[src/rtl/decode_queue.sv]
// MIPS decode queue: instructions are decoded at push time (class tag, extended
// immediate) and held in a DEPTH-entry in-order queue with valid/ready on both sides.
module decode_queue #(
  parameter int DEPTH = 4,
  parameter int XLEN  = 32
) (
  input  logic                       clk,
  input  logic                       rst_n,
  input  logic                       flush,
  input  logic                       in_valid,
  output logic                       in_ready,
  input  logic [31:0]                instruction,
  output logic                       out_valid,
  input  logic                       out_ready,
  output logic [5:0]                 opcode,
  output logic [4:0]                 rs,
  output logic [4:0]                 rt,
  output logic [4:0]                 rd,
  output logic [4:0]                 shamt,
  output logic [5:0]                 func,
  output logic [15:0]                imm,
  output logic [XLEN-1:0]            imm_ext,
  output logic [25:0]                jtarget,
  output logic [1:0]                 iclass,
  output logic [$clog2(DEPTH):0]     count
);
  localparam int PW = $clog2(DEPTH);
  localparam int CW = PW + 1;

  typedef struct packed {
    logic [31:0]      instr;
    logic [1:0]       iclass;
    logic [XLEN-1:0]  imm_ext;
  } entry_t;

  // Raw field slices are free wiring; only class and extension are computed here.
  function automatic entry_t decode(input logic [31:0] i);
    entry_t e;
    e.instr = i;
    case (i[31:26])
      6'h00:        e.iclass = 2'd0;
      6'h02, 6'h03: e.iclass = 2'd2;
      default:      e.iclass = 2'd1;
    endcase
    case (i[31:26])
      6'h0C, 6'h0D, 6'h0E: e.imm_ext = XLEN'(i[15:0]);
      6'h0F:               e.imm_ext = XLEN'(i[15:0]) << (XLEN - 16);
      default:             e.imm_ext = XLEN'($signed(i[15:0]));
    endcase
    return e;
  endfunction

  entry_t          mem [DEPTH];
  logic [PW-1:0]   wptr, rptr;
  logic [CW-1:0]   cnt;
  logic            push, pop;
  entry_t          head;

  assign in_ready  = (cnt < CW'(DEPTH));
  assign out_valid = (cnt != '0);
  assign push      = in_valid & in_ready;
  assign pop       = out_valid & out_ready;

  always_ff @(posedge clk or negedge rst_n) begin
    if (!rst_n) begin
      wptr <= '0;
      rptr <= '0;
      cnt  <= '0;
      for (int k = 0; k < DEPTH; k++) mem[k] <= '0;
    end else if (flush) begin
      // Storage is left as-is; only the bookkeeping is dropped.
      wptr <= '0;
      rptr <= '0;
      cnt  <= '0;
    end else begin
      if (push) begin
        mem[wptr] <= decode(instruction);
        wptr      <= wptr + PW'(1);
      end
      if (pop) rptr <= rptr + PW'(1);
      case ({push, pop})
        2'b10:   cnt <= cnt + CW'(1);
        2'b01:   cnt <= cnt - CW'(1);
        default: cnt <= cnt;
      endcase
    end
  end

  assign head    = mem[rptr];
  assign opcode  = head.instr[31:26];
  assign rs      = head.instr[25:21];
  assign rt      = head.instr[20:16];
  assign rd      = head.instr[15:11];
  assign shamt   = head.instr[10:6];
  assign func    = head.instr[5:0];
  assign imm     = head.instr[15:0];
  assign jtarget = head.instr[25:0];
  assign imm_ext = head.imm_ext;
  assign iclass  = head.iclass;
  assign count   = cnt;
endmodule

[config.mk]
export PLATFORM = sky130hd
export DESIGN_NAME = decode_queue
export DESIGN_NICKNAME = d
export VERILOG_FILES = /design/src/rtl/decode_queue.sv
export SDC_FILE = /design/constraint.sdc
export NUM_CORES = 1
export LEC_CHECK = 0
export BUFFER_PORTS_ARGS = -buffer_cell sky130_fd_sc_hd__clkbuf_2
export CAP_MARGIN = 0
export CORE_UTILIZATION = 40
export CTS_CLUSTER_SIZE = 12
export DETAILED_ROUTE_END_ITERATION = 16
export PLACE_DENSITY = 0.58
export SLEW_MARGIN = 20
export SYNTH_ARGS = -nofsm -noshare
export SYNTH_HDL_FRONTEND = slang
export SYNTH_SLANG_ARGS = --single-unit
[constraint.sdc]
create_clock -name clk -period 3.6 [get_ports clk]
set_input_delay 0.54 -clock clk [delete_from_list [all_inputs] [get_ports clk]]
set_output_delay 0.54 -clock clk [all_outputs]
set_load 0.02 [all_outputs]
==> flow_summary.json <==
{
  "synth_edf_count": 0,
  "syn_area_per_cell_um2": 13.15,
  "leakagePower_uw": 0.006810,
  "swShare_pct": 31.35,
  "critPathKind": "reg -> out",
  "min_period_over_period_pct": 82.55,
  "cp.required_ps": 3060,
  "die_w_um": 179.5,
  "cp-start-kind": "register",
  "cts_post_setup_buffers_inserted": 0,
  "ys.warnings.count": 0,
  "dpl.hpwl_um": 18020,
  "finalCriticalPeriod_ps": 2972,
  "grtUsageTotal_pct": 18.22,
  "grt_max_degree": 106,
  "cts_resized": 0,
  "cp-end-kind": "primary output",
  "report.final.slew_viol_count": 0,
  "synth.ff_latch_count": 271,
  "status": "finished, final reports clean",
  "setup_viol_count_final": 0,
  "core-area_mm2": 0.03075,
  "async_flop_share_pct": 100.0,
  "syn_nets": 1000,
  "cts_tree": "built",
  "synthCells": 958,
  "port_buffers": 149,
  "drt-initial-drc-count": 461,
  "hold_buffers": 0,
  "ant_nets": 0,
  "clock_skew_ps": 17.04,
  "critPathSlowestCell": "dfrtp_4",
  "synth_flop_cell": "dfrtp_1",
  "synth_compound_gate_area_share_pct": 7.063,
  "max_stage_delay_ps": 730,
  "pin_count": 150,
  "worst-path-buf-inv": 2,
  "grt.overflow.total": 0,
  "utilization_pct": 46.55,
  "worst_pin_slew_ps": 866.6,
  "die_area_mm2": 0.03220,
  "arrival_ps": 2430,
  "drv_cap": 0,
  "rows": 64,
  "synth_xor_area_share_pct": 0.2781,
  "grt_antenna_before_repair": 0,
  "h-tree-depth": 1,
  "start_util_pct": 40.96,
  "powerDensity_mw_per_mm2": 722.1,
  "max_slew_margin_pct": 42.22,
  "hp-class": "in -> async",
  "cts_buffer_depth": 3,
  "synth_area_mm2": 0.01260,
  "grt_pass1_vias": 8101,
  "fin_nets": 1083,
  "routedWlPerCell_um": 19.47,
  "grt_first_pass_wirelength_um": 46720,
  "post-place-cells": 1407,
  "clkPwrFrac_pct": 26.6,
  "gp_congestion": 0.7347,
  "cp_max_fo": 20,
  "pwr-share-seq_pct": 44.4,
  "clock_insertion_delay_worst_skew_ps": 540,
  "drive_gt1_share_pct": 35.35,
  "cts_sinks": 271,
  "root_buffer": "clkbuf_16",
  "hold_viol_final": 0,
  "fin_tns_setup_ps": 0,
  "num_vias": 7584,
  "drc": 0,
  "path_clk_slew_ps": 60,
  "totalWireLength_um": 28310,
  "vias_per_cell": 5.216,
  "synthAdderAreaFrac_pct": 0.5563,
  "fmax_mhz": 336.5,
  "syn2layout_area_growth_pct": 13.65,
  "n_antenna_cell": 0,
  "grt_setup_unrepaired": "no",
  "die_h_um": 179.5,
  "tritoncts.num_buffers": 28,
  "synthSimpleGateAreaFrac_pct": 6.109,
  "synth.area.mux_share_pct": 26.24,
  "fin_cells": 1454,
  "critPathTopFamily": "flip-flops",
  "switchingPower_uw": 3240,
  "yosysSeqAreaShare_pct": 53.84,
  "drt_pass1_iterations": 6,
  "ir_worst_vdd_mv": 0.4257,
  "combPwrFrac_pct": 29.1,
  "synth_top_family_by_area": "multiplexers",
  "synth_cell_type_count": 40,
  "p_int_uw": 7096,
  "cp_cell_sequence": "buf_4 > mux4_2 > clkbuf_2",
  "nFillCells": 2774
}
[per-layer routing]
metal	vias up	routed length [µm]	part of all wire (%)	track usage (%)
met2	164	13310	47	29.38
met5	-	0	0	0
li1	3516	-	-	-
met1	3869	13230	47	25.78
met4	0	409	1.4	3.724
met3	35	1362	4.8	3.424
[cells by family after synthesis]
logic type / count (synthesis)
AOI/OAI and AO/OA: 172
and+or+nand+nor: 178
buffers and inverters: 122
xor gates and xnor gates: 4
DFF: 271
adders and majority gates: 5
muxes: 206
[power by group through the flow]
stage          Combinational, µW  Sequential, µW  Clock, µW
6_report                    3010            4590       2740
3_5_place_dp                3050            4630          0
5_1_grt                     3290            4710       2930
4_1_cts                     3060            4590       2820
3_3_place_gp                3000            4600          0
2_1_floorplan               2510            4420          0
[final timing paths]
kind | startpoint | cells after the start | end | slack [ps]
min in group clk | instruction[16] | 2 | mem[182] | 270
setup / recovery | rptr[0] | 3 | imm_ext[2] | 630
hold reg to reg | mem[9] | 2 | mem[9] | 470
max in group asynchronous | rst_n | 2 | mem[227] | 2650
hold / removal | rst_n | 1 | mem[206] | 60
setup reg to reg | wptr[0] | 5 | mem[240] | 1380
[layout make-up]
cell class | count | area, µm² | area share, %
Clock buffer | 45 | 855.8 | 5.978
Clock inverter | 2 | 10.01 | 0.06992
Inverter | 7 | 26.28 | 0.1836
Multi-Input combinational cell | 565 | 5140 | 35.91
Sequential cell | 271 | 6789 | 47.43
Tap cell | 396 | 495.5 | 3.461
Timing Repair Buffer | 168 | 998.5 | 6.975
[state kept, by name, summed over array words and instances, names as in the netlist]
signal  count
wptr        2
count       3
rptr        2
mem       264
[worst reg2reg max path: stages (launching register included)]
cell and delay, ps:
dfrtp_1 410, inv_1 80, ha_1 230, nand4bb_4 310, buf_4 640, mux2_4 420
[synthesized netlist by cell type (3+ instances only)]
| cell type | number | share of area [%] |
|---|---|---|
| dfrtp_1 | 271 | 54 |
| o21ai_0 | 152 | 6.0 |
| nand2_1 | 141 | 4.2 |
| mux2_4 | 70 | 8.3 |
| mux4_2 | 66 | 12 |
| buf_4 | 47 | 2.8 |
| clkbuf_1 | 31 | 0.92 |
| mux2_1 | 30 | 2.7 |
| mux2_2 | 24 | 2.1 |
| buf_2 | 21 | 0.83 |
| mux2i_1 | 16 | 1.3 |
| and3_1 | 15 | 0.75 |
| buf_6 | 11 | 0.98 |
| o21ai_1 | 8 | 0.32 |
| inv_1 | 7 | 0.21 |
| nor2_1 | 7 | 0.21 |
| nand4bb_1 | 5 | 0.45 |
| buf_1 | 4 | 0.12 |
| ha_1 | 4 | 0.40 |
| xor2_1 | 3 | 0.21 |
[through the flow]
stage | area, µm² | power, µW | setup WS, ps | hold slack (ps)
3_3_place_gp | 13450 | 7602 | 1186 | 455.1
5_1_grt | 14320 | 10940 | 533.4 | 140.0
2_1_floorplan | 12600 | 6923 | 1458 | 244.4
3_5_place_dp | 13450 | 7682 | 1179 | 465.1
6_report | 14320 | 10340 | 628.2 | 62.82
4_1_cts | 14320 | 10480 | 588.8 | 94.45
[placed cells by master (no fill, tap or decap), types with 2 or more instances in the layout]
master / count
clkbuf_2: 148
o21ai_1: 8
inv_1: 7
nand3b_1: 2
nand2_1: 141
buf_12: 8
ha_1: 4
o21ai_0: 152
nor2_1: 7
xor2_1: 3
mux2_2: 24
clkbuf_8: 7
buf_4: 11
mux2i_1: 16
dfrtp_4: 2
mux2_1: 30
clkbuf_16: 29
a211oi_1: 2
clkbuf_1: 9
o31ai_1: 2
a21oi_1: 2
dfrtp_1: 269
mux2_4: 70
and3_1: 15
clkinv_2: 2
nand4bb_4: 4
nand3_1: 2
mux4_2: 66
(Power assumes the default switching activity.)
